File: src/rtl/serial_adder.sv
// Bit-serial adder: two half-adder cells and a carry flop add two
// WIDTH-bit operands LSB first, one bit per clock, with valid/ready on both sides.
module serial_adder #(
   parameter int WIDTH = 8
) (
   input  logic             clk,
   input  logic             rst_n,
   input  logic             in_valid,
   output logic             in_ready,
   input  logic [WIDTH-1:0] A_in,
   input  logic [WIDTH-1:0] B_in,
   output logic             out_valid,
   input  logic             out_ready,
   output logic [WIDTH-1:0] SUM,
   output logic             CARRY,
   output logic             busy
);

   localparam int CW = $clog2(WIDTH + 1);
   localparam logic [CW-1:0] LAST = CW'(WIDTH - 1);

   typedef enum logic [1:0] {
      IDLE  = 2'd0,
      SHIFT = 2'd1,
      DONE  = 2'd2
   } state_t;

   state_t state_q, state_d;

   logic [WIDTH-1:0] a_q, a_d;
   logic [WIDTH-1:0] b_q, b_d;
   logic [WIDTH-1:0] s_q, s_d;
   logic [WIDTH-1:0] sum_q, sum_d;
   logic [CW-1:0]    cnt_q, cnt_d;
   logic             c_q, c_d;
   logic             carry_q, carry_d;
   logic             ov_q, ov_d;

   logic             p, g, s, h;
   logic [WIDTH-1:0] s_shift;

   always_ff @(posedge clk or negedge rst_n) begin
      if (!rst_n) begin
         state_q <= IDLE;
         a_q     <= '0;
         b_q     <= '0;
         s_q     <= '0;
         sum_q   <= '0;
         cnt_q   <= '0;
         c_q     <= 1'b0;
         carry_q <= 1'b0;
         ov_q    <= 1'b0;
      end else begin
         state_q <= state_d;
         a_q     <= a_d;
         b_q     <= b_d;
         s_q     <= s_d;
         sum_q   <= sum_d;
         cnt_q   <= cnt_d;
         c_q     <= c_d;
         carry_q <= carry_d;
         ov_q    <= ov_d;
      end
   end

   // The new sum bit enters at the MSB; written this way so WIDTH=1 works.
   always_comb begin
      p       = a_q[0] ^ b_q[0];
      g       = a_q[0] & b_q[0];
      s       = p ^ c_q;
      h       = p & c_q;
      s_shift = s_q >> 1;
      s_shift[WIDTH-1] = s;
   end

   always_comb begin
      state_d = state_q;
      a_d     = a_q;
      b_d     = b_q;
      s_d     = s_q;
      sum_d   = sum_q;
      cnt_d   = cnt_q;
      c_d     = c_q;
      carry_d = carry_q;
      ov_d    = ov_q;
      unique case (state_q)
         IDLE: begin
            if (in_valid) begin
               a_d     = A_in;
               b_d     = B_in;
               c_d     = 1'b0;
               cnt_d   = '0;
               state_d = SHIFT;
            end
         end
         SHIFT: begin
            c_d   = g | h;
            s_d   = s_shift;
            a_d   = a_q >> 1;
            b_d   = b_q >> 1;
            cnt_d = cnt_q + CW'(1);
            if (cnt_q == LAST) begin
               sum_d   = s_shift;
               carry_d = g | h;
               ov_d    = 1'b1;
               state_d = DONE;
            end
         end
         DONE: begin
            if (out_ready) begin
               ov_d    = 1'b0;
               state_d = IDLE;
            end
         end
         default: state_d = IDLE;
      endcase
   end

   assign in_ready  = (state_q == IDLE);
   assign busy      = (state_q == SHIFT) || (state_q == DONE);
   assign out_valid = ov_q;
   assign SUM       = sum_q;
   assign CARRY     = carry_q;

endmodule
File: config.mk
export PLATFORM = sky130hd
export DESIGN_NAME = serial_adder
export DESIGN_NICKNAME = d
export VERILOG_FILES = /design/src/rtl/serial_adder.sv
export SDC_FILE = /design/constraint.sdc
export NUM_CORES = 1
export LEC_CHECK = 0
export CAP_MARGIN = 20
export CORE_MARGIN = 2
export CORE_UTILIZATION = 34
export DETAILED_ROUTE_END_ITERATION = 7
export DONT_BUFFER_PORTS = 1
export PLACE_DENSITY = 0.47
export SLEW_MARGIN = 25
export SYNTH_ARGS = -nofsm -noshare
export SYNTH_HDL_FRONTEND = slang
export SYNTH_SLANG_ARGS = --single-unit
File: constraint.sdc
create_clock -name clk -period 1.61 [get_ports clk]
set_clock_uncertainty 0.1 [all_clocks]
set_input_delay 0.322 -clock clk [delete_from_list [all_inputs] [get_ports clk]]
set_output_delay 0.322 -clock clk [all_outputs]
set_load 0.03 [all_outputs]
==> impl_metrics.json, run 1 <==
{
  "fin_hold_ws_ps": 33.00,
  "seqCellArea_um2": 1001,
  "grt_pass1_vias": 1186,
  "clkTransAtPathRegs_ps": 70,
  "relSlewSlack_pct": 78.02,
  "crit_required_ps": 1190,
  "io_pins": 32,
  "endpoint_kind": "output pin",
  "dp_hpwl_um": 2234,
  "antenna_found_initial": 0,
  "antenna_cells": 0,
  "finalSetupViolations": 0,
  "drv_slew": 0,
  "yosysTopAreaCellShare_pct": 53.62,
  "core_area_um2": 5205,
  "ys_ff_latch": 40,
  "vias": 1115,
  "crit_path_start_kind": "flip-flop",
  "cts.sinks": 40,
  "drive_above_1_share_pct": 27.74,
  "synth_nets": 172,
  "clk_latency_ps": 280,
  "timing.final.crit_period_ps": 1540,
  "grt_max_degree": 41,
  "drc": 0,
  "post-route-period-util_pct": 95.65,
  "synth_cell_type_count": 30,
  "drt-total-wl_um": 3384,
  "powerDensity_nw_per_um2": 2135,
  "vias_per_cell": 4.956,
  "synth_area_leader_cell": "dfrtp_1",
  "port_buffers": 0,
  "cts-buffers-inserted": 5,
  "path_buf_inv": 2,
  "synth_cells": 147,
  "ys_seq_area_share_pct": 53.62,
  "cts-root-buf": "clkbuf_8",
  "ant_nets": 0,
  "p_leak_nw": 1.010,
  "slowest_delay_ps": 400,
  "fmax_mhz": 649.4,
  "routedWlPerCell_um": 15.04,
  "path_max_fanout": 3,
  "worst_pin_slew_ps": 329.7,
  "gr-total-overflow": 0,
  "cp_cell_sequence": "inv_2, ha_4, buf_4",
  "die_area_um2": 6100,
  "status": "finished clean",
  "hold_class": "input port to flip-flop",
  "grt.total_usage_pct": 12.07,
  "htreeDepth": 2,
  "cts_tree": "yes",
  "syn_area_per_cell_um2": 12.70,
  "die_h_um": 78.10,
  "hold_viol": 0,
  "routabilityCongestion": 0.7599,
  "syn_to_final_growth_pct": 17.43,
  "cts_buffer_depth": 2,
  "ir_drop_uv": 950.0,
  "critical_path_class": "flip-flop to output pin",
  "finalSetupTns_ps": 0,
  "drtIter0Drc": 34,
  "yosys_warnings": 0,
  "crit_arrival_ps": 1120,
  "die_w_um": 78.10,
  "cpLargestDelayFamily": "flip-flops",
  "grt_pass1_wl_um": 5609,
  "drtPass1Iterations": 4,
  "synthTopCellsByArea": "dfrtp_1 54%, mux2i_1 8.0%, mux2_4 7.2%, o21ai_0 4.3%, mux2_2 4.2%",
  "final_nets": 180,
  "multi_input_area_um2": 814.5,
  "critPathSlowestCell": "dfrtp_1",
  "rsz0062_at_grt": "false",
  "fillers": 493,
  "placementRows": 26,
  "start_util_pct": 35.87,
  "syn_area_um2": 1867,
  "drv_cap": 0
}
-- cells in the final DEF (no fill, tap or decap), types with 2 or more instances in the layout --
cell type  count
nand2b_1       2
mux2_2         7
buf_12         4
inv_2          3
ha_4           2
a32o_1         2
bufinv_16      2
clkbuf_8       5
buf_4          4
nand3_1        2
ha_1           2
a31oi_1        4
dfrtp_1       40
nand2_1       21
mux2_4         9
mux2i_1       14
o21ai_0       16
-- flip-flops by register name, indices dropped and copies added, names as in the netlist --
name,count
CARRY,1
SUM,8
a_q,8
b_q,8
c_q,1
cnt_q,4
out_valid,1
s_q,7
state_q,2
-- worst paths after layout --
path,startpoint,endpoint,slack [ps],depth (start not counted)
min reg2reg,b_q[1],b_q[1],380,2
max in group asynchronous,rst_n,cnt_q[2],800,2
min in group asynchronous,rst_n,s_q[3],420,2
max,state_q[0],in_ready,70,3
max reg2reg,cnt_q[1],state_q[0],70,5
min,out_ready,out_valid,30,1
-- what timing repair did --
item,CTS,global route
hold endpoints to repair,40,0
gates resized for setup,0,7
hold buffers,2,0
setup endpoints to repair,0,17
buffers inserted,0,1
-- stage by stage --
step	util (%)	instance area, um2	setup slack [ps]	power (mW)	cells
global placement	37.76	1966	75.65	3.500	214
CTS	40.82	2125	6.357	4.550	223
global route	42.12	2192	5.401	5.029	225
detailed placement	37.76	1966	52.20	3.562	214
floorplan	-	1869	17.68	3.182	147
finish	42.12	2192	70.08	4.680	225
-- logic make-up after synthesis --
kind of cell | synth area share [%]
compound gates | 9.116
simple gates | 8.915
mux | 19.50
flops | 53.62
fa+ha+maj | 3.754
buf+inv | 5.093
-- final cells by class --
class,count,share of cell area [%]
timing repair buffer,10,6.621
clock buffer,5,3.139
clock inverter,2,2.740
inverter,4,0.6849
multi-input combinational,94,37.16
sequential,40,45.66
tap,70,3.995
-- per-layer routing --
layer | GRT usage, % | up-vias | routed length (um)
met4 | 5.789 | 0 | 53
li1 | - | 527 | -
met3 | 4.598 | 6 | 169
met1 | 13.19 | 556 | 1492
met5 | 0 | - | 0
met2 | 20.60 | 26 | 1669
-- cells in the mapped netlist (all sizes together) --
cell,n
buf,7
mux2i,15
inv,4
fa,1
o211ai,1
and3b,1
mux2,16
a32o,2
nand3,2
o21ai,17
nand2,22
dfrtp,40
a31oi,4
and2,1
nand3b,1
a22oi,1
clkbuf,2
a32oi,1
ha,4
o41ai,1
nand2b,3
nand4b,1
-- power by group --
group	switching [mW]	internal (mW)
clock network	0.332	0.610
registers	0.435	1.44
logic	0.879	0.985
Note: power is estimated with default switching activity, not from simulation.
==> run 2: changes to the inputs <==
--- a/config.mk
+++ b/config.mk
@@ -10,6 +10,8 @@
 export CORE_UTILIZATION = 34
 export DETAILED_ROUTE_END_ITERATION = 7
 export DONT_BUFFER_PORTS = 1
+export GPL_ROUTABILITY_DRIVEN = 0
+export HOLD_SLACK_MARGIN = 0.05
 export PLACE_DENSITY = 0.47
 export SLEW_MARGIN = 25
 export SYNTH_ARGS = -nofsm -noshare
==> run 2 against run 1 <==
Effect of this change:
- cell count grew 0.44%
- worst hold slack improved by 45 ps
- sequential power barely moved
- utilization increased by 0.19 points
- critical endpoint unchanged
- largest cell class unchanged
- first-iteration DRC count did not move
- die area unchanged
==> impl_metrics.json, run 2 (same netlist as run 1, synthesis figures left out) <==
{
  "gr-total-overflow": 0,
  "timing.final.crit_period_ps": 1540,
  "placementRows": 26,
  "finalSetupTns_ps": 0,
  "critical_path_class": "flip-flop to output pin",
  "clkTransAtPathRegs_ps": 80,
  "final_cell_mix": "40 x dfrtp_1, 21 x nand2_1, 16 x o21ai_0",
  "drt-total-wl_um": 3387,
  "relSlewSlack_pct": 78.02,
  "hold_viol": 0,
  "start_util_pct": 35.87,
  "rsz0062_at_grt": "false",
  "cts-root-buf": "clkbuf_8",
  "core_area_um2": 5205,
  "port_buffers": 0,
  "vias": 1116,
  "endpoint_kind": "output pin",
  "critPathCapture": "in_ready",
  "powerDensity_nw_per_um2": 2126,
  "die_h_um": 78.10,
  "grt_max_degree": 41,
  "crit_arrival_ps": 1120,
  "setup.worst_path.start": "state_q[0]",
  "worstReg2RegEnd": "state_q[0]",
  "die_w_um": 78.10,
  "fmax_mhz": 649.4,
  "ff2ff_path_depth": 5,
  "drtPass1Iterations": 4,
  "drive_above_1_share_pct": 27.56,
  "drc": 0,
  "hold_class": "input port to flip-flop",
  "crit_path_start_kind": "flip-flop",
  "syn_to_final_growth_pct": 17.96,
  "routedWlPerCell_um": 14.99,
  "drtIter0Drc": 34,
  "post-route-period-util_pct": 95.64,
  "cts-buffers-inserted": 5,
  "crit_required_ps": 1190,
  "r2r_start": "cnt_q[1]",
  "vias_per_cell": 4.938,
  "final_nets": 181,
  "fillers": 492,
  "final_common_cell": "dfrtp_1",
  "antenna_found_initial": 0,
  "htreeDepth": 2,
  "path_max_fanout": 3,
  "antenna_cells": 0,
  "setup_slack_ps": 70.16,
  "finalSetupViolations": 0,
  "die_area_um2": 6100,
  "worst_pin_slew_ps": 329.7,
  "place_ws_ps": 52.20,
  "grt.total_usage_pct": 12.10,
  "rrSetupSlack_ps": 70,
  "cts_tree": "yes",
  "ir_drop_uv": 950.0,
  "grt_pass1_wl_um": 5623,
  "post-route-util_pct": 42.31,
  "dp_hpwl_um": 2234,
  "drv_slew": 0,
  "cts.sinks": 40,
  "power.total_mw": 4.681,
  "drv_cap": 0,
  "grt_pass1_vias": 1189,
  "cts_buffer_depth": 2,
  "status": "finished clean",
  "ant_nets": 0,
  "fin_hold_ws_ps": 78.18,
  "clk_latency_ps": 280,
  "p_leak_nw": 1.014,
  "io_pins": 32
}
-- run 2: worst min path at each step --
stage	startpoint	end	depth (start not counted)
5_1_grt	A_in[7]	a_q[7]	2
3_3_place_gp	rst_n	SUM[6]	0
3_5_place_dp	rst_n	s_q[6]	0
4_1_cts	B_in[7]	b_q[7]	2
2_1_floorplan	rst_n	CARRY	0
6_report	B_in[7]	b_q[7]	2
-- run 2: power by group --
part | total [mW] | switching (mW) | internal, mW | leakage (nW)
clock | 0.942 | 0.332 | 0.610 | 0.0642
combinational | 1.87 | 0.879 | 0.987 | 0.439
sequential | 1.87 | 0.435 | 1.44 | 0.511
-- run 2: stage by stage --
stage / area (um2) / std cells
global placement: 1966 / 214
detailed placement: 1966 / 214
finish: 2202 / 226
global route: 2202 / 226
floorplan: 1869 / 147
CTS: 2135 / 224
-- run 2: area by class of cell --
type | count | area, um2 | area share, %
timing repair buffer | 11 | 155.1 | 7.045
multi-input combinational | 94 | 814.5 | 36.99
clock buffer | 5 | 68.82 | 3.125
inverter | 4 | 15.01 | 0.6818
tap | 70 | 87.58 | 3.977
sequential | 40 | 1001 | 45.45
clock inverter | 2 | 60.06 | 2.727
-- run 2: critical path, cell delays in order (launching register included) --
cell     delay (ps)
dfrtp_1         400
inv_2           100
ha_4            160
buf_4           160
-- run 2: layer usage --
metal	wire [um]	vias up	track usage [%]
li1	-	529	-
met1	1497	555	13.26
met2	1667	26	20.60
met3	169	6	4.598
met4	53	0	5.789
met5	0	-	0
-- run 2: repair_timing --
item / in CTS / in global routing
hold buffers: 3 / 0
setup endpoints to repair: 0 / 17
buffers inserted: 0 / 1
gates resized for setup: 0 / 7
hold endpoints to repair: 41 / 0
==> run 3: changes to the inputs <==
--- a/config.mk
+++ b/config.mk
@@ -7,13 +7,14 @@
 export LEC_CHECK = 0
 export CAP_MARGIN = 20
 export CORE_MARGIN = 2
-export CORE_UTILIZATION = 34
+export CORE_UTILIZATION = 40
 export DETAILED_ROUTE_END_ITERATION = 7
 export DONT_BUFFER_PORTS = 1
 export GPL_ROUTABILITY_DRIVEN = 0
 export HOLD_SLACK_MARGIN = 0.05
-export PLACE_DENSITY = 0.47
+export PLACE_DENSITY = 0.53
 export SLEW_MARGIN = 25
 export SYNTH_ARGS = -nofsm -noshare
 export SYNTH_HDL_FRONTEND = slang
 export SYNTH_SLANG_ARGS = --single-unit
+export TNS_END_PERCENT = 50
==> run 3 against run 2 <==
Effect of this change:
- wire length fell by 5.2%
- count of clock-buffer cells in the layout did not move
- first-iteration DRC count rose by 120%
- cell count fell by 8.4%
- global-route usage rose by 1.7 points
- die area fell by 14%
- via count rose by 0.27%
- register-to-register slack barely moved
- setup slack got worse by 47 ps
- maximum frequency fell by 3.0%
- sequential cell count did not move
- worst hold slack improved by 6.2 ps
- critical path type unchanged
==> impl_metrics.json, run 3 (same netlist as run 1, synthesis figures left out) <==
{
  "finalNonFillerCells": 207,
  "drt-total-wl_um": 3211,
  "place_ws_ps": -31.36,
  "post-route-util_pct": 48.21,
  "relSlewSlack_pct": 78.59,
  "cts_buffer_depth": 2,
  "cts_tree": "yes",
  "critPathSlowestCell": "dfrtp_1",
  "cts.sinks": 40,
  "grt.total_usage_pct": 13.84,
  "drtIter0Drc": 76,
  "port_buffers": 0,
  "io_pins": 32,
  "antenna_found_initial": 0,
  "finalSetupViolations": 0,
  "critical_path_class": "flip-flop to output pin",
  "rrSetupSlack_ps": 60,
  "final_nets": 179,
  "hold_viol": 0,
  "placementRows": 24,
  "cts-buffers-inserted": 5,
  "ant_nets": 0,
  "core_area_um2": 4414,
  "routedWlPerCell_um": 15.51,
  "fmax_mhz": 630.1,
  "rsz0062_at_grt": "true",
  "syn_to_final_growth_pct": 14.01,
  "post-route-period-util_pct": 98.57,
  "grt_max_degree": 41,
  "crit_required_ps": 1190,
  "worst_pin_slew_ps": 321.1,
  "start_util_pct": 42.29,
  "clk_latency_ps": 290,
  "slowest_delay_ps": 430,
  "drv_cap": 0,
  "dp.cells": 196,
  "gr-total-overflow": 0,
  "final_cell_mix": "40 x dfrtp_1, 21 x nand2_1, 15 x o21ai_0",
  "status": "finished clean",
  "grt_pass1_vias": 1162,
  "path_max_fanout": 3,
  "timing.final.crit_period_ps": 1587,
  "cpLargestDelayFamily": "flip-flops",
  "crit_arrival_ps": 1160,
  "vias_per_cell": 5.406,
  "antenna_cells": 0,
  "htreeDepth": 2,
  "cts-root-buf": "clkbuf_8",
  "hold_class": "input port to flip-flop",
  "die_area_um2": 5229,
  "cp_cell_sequence": "inv_2, ha_4, buf_4",
  "ir_drop_uv": 846.0,
  "drive_above_1_share_pct": 26.45,
  "dp_hpwl_um": 2223,
  "grt_pass1_wl_um": 5533,
  "die_h_um": 72.32,
  "vias": 1119,
  "endpoint_kind": "output pin",
  "powerDensity_nw_per_um2": 2100,
  "die_w_um": 72.32,
  "drc": 0,
  "path_buf_inv": 2,
  "final_common_cell": "dfrtp_1",
  "crit_path_start_kind": "flip-flop",
  "clkTransAtPathRegs_ps": 80,
  "p_leak_nw": 0.9864,
  "fin_hold_ws_ps": 84.35,
  "drtPass1Iterations": 3,
  "drv_slew": 0,
  "setup_slack_ps": 23.07
}
run 3: cell count changes in the layout (fill, tap and decap cells not counted), sizes merged:
cell | before | now
buf | 8 | 7
bufinv | 2 | 1
clkbuf | 6 | 5
clkinvlp | 0 | 1
inv | 4 | 5
run 3: through the flow:
stage / TNS, ps / cell area (um2) / power [mW]
floorplan: 0 / 1869 / 3.182
global placement: 0 / 1943 / 3.483
detailed placement: -68.92 / 1943 / 3.566
CTS: -36.18 / 2107 / 4.465
global route: -32.77 / 2128 / 4.792
finish: 0 / 2128 / 4.469
run 3: worst reg2reg max path: cells and delay by family, from the launching register on:
family	cells	cell delay [ps]
fa+ha+maj	1	220
buf+inv	1	160
flops	1	390
simple gates	2	400
compound gates	1	200
run 3: area by class of cell:
type	instances	area, um2
clock buffer	5	68.82
clock inverter	3	46.29
fill	404	2286
inverter	4	15.01
multi-input combinational	94	809.5
sequential	40	1001
tap	52	65.06
timing repair buffer	9	122.6
run 3: power breakdown:
part           total, mW  switching, mW  internal [mW]
Combinational       1.76          0.849          0.915
Sequential          1.87          0.434           1.44
Clock              0.835          0.368          0.467
Total               4.47           1.65           2.82
run 3: worst paths after layout:
| check | start | endpoint | cells past startpoint |
|---|---|---|---|
| hold reg to reg | a_q[1] | a_q[1] | 2 |
| min in group asynchronous | rst_n | SUM[6] | 2 |
| setup reg to reg | cnt_q[0] | state_q[0] | 5 |
| setup / recovery | state_q[0] | in_ready | 3 |
| max in group asynchronous | rst_n | s_q[1] | 2 |
| hold / removal | B_in[7] | b_q[7] | 2 |
run 3: timing repair:
action / CTS / global route
gates cloned: 0 / 0
gates resized for setup: 1 / 6
hold buffers: 3 / 0
setup endpoints to repair: 20 / 32
setup buffers: 0 / 0
endpoints found under the hold margin: 41 / 0
pin swaps: 0 / 1
run 3: metal layers:
metal / up-vias / wire length, um / track usage [%]
met2: 28 / 1506 / 21.51
met3: 5 / 238 / 5.417
met5: - / 0 / 0
met4: 0 / 29 / 4.403
met1: 561 / 1437 / 17.84
li1: 525 / - / -
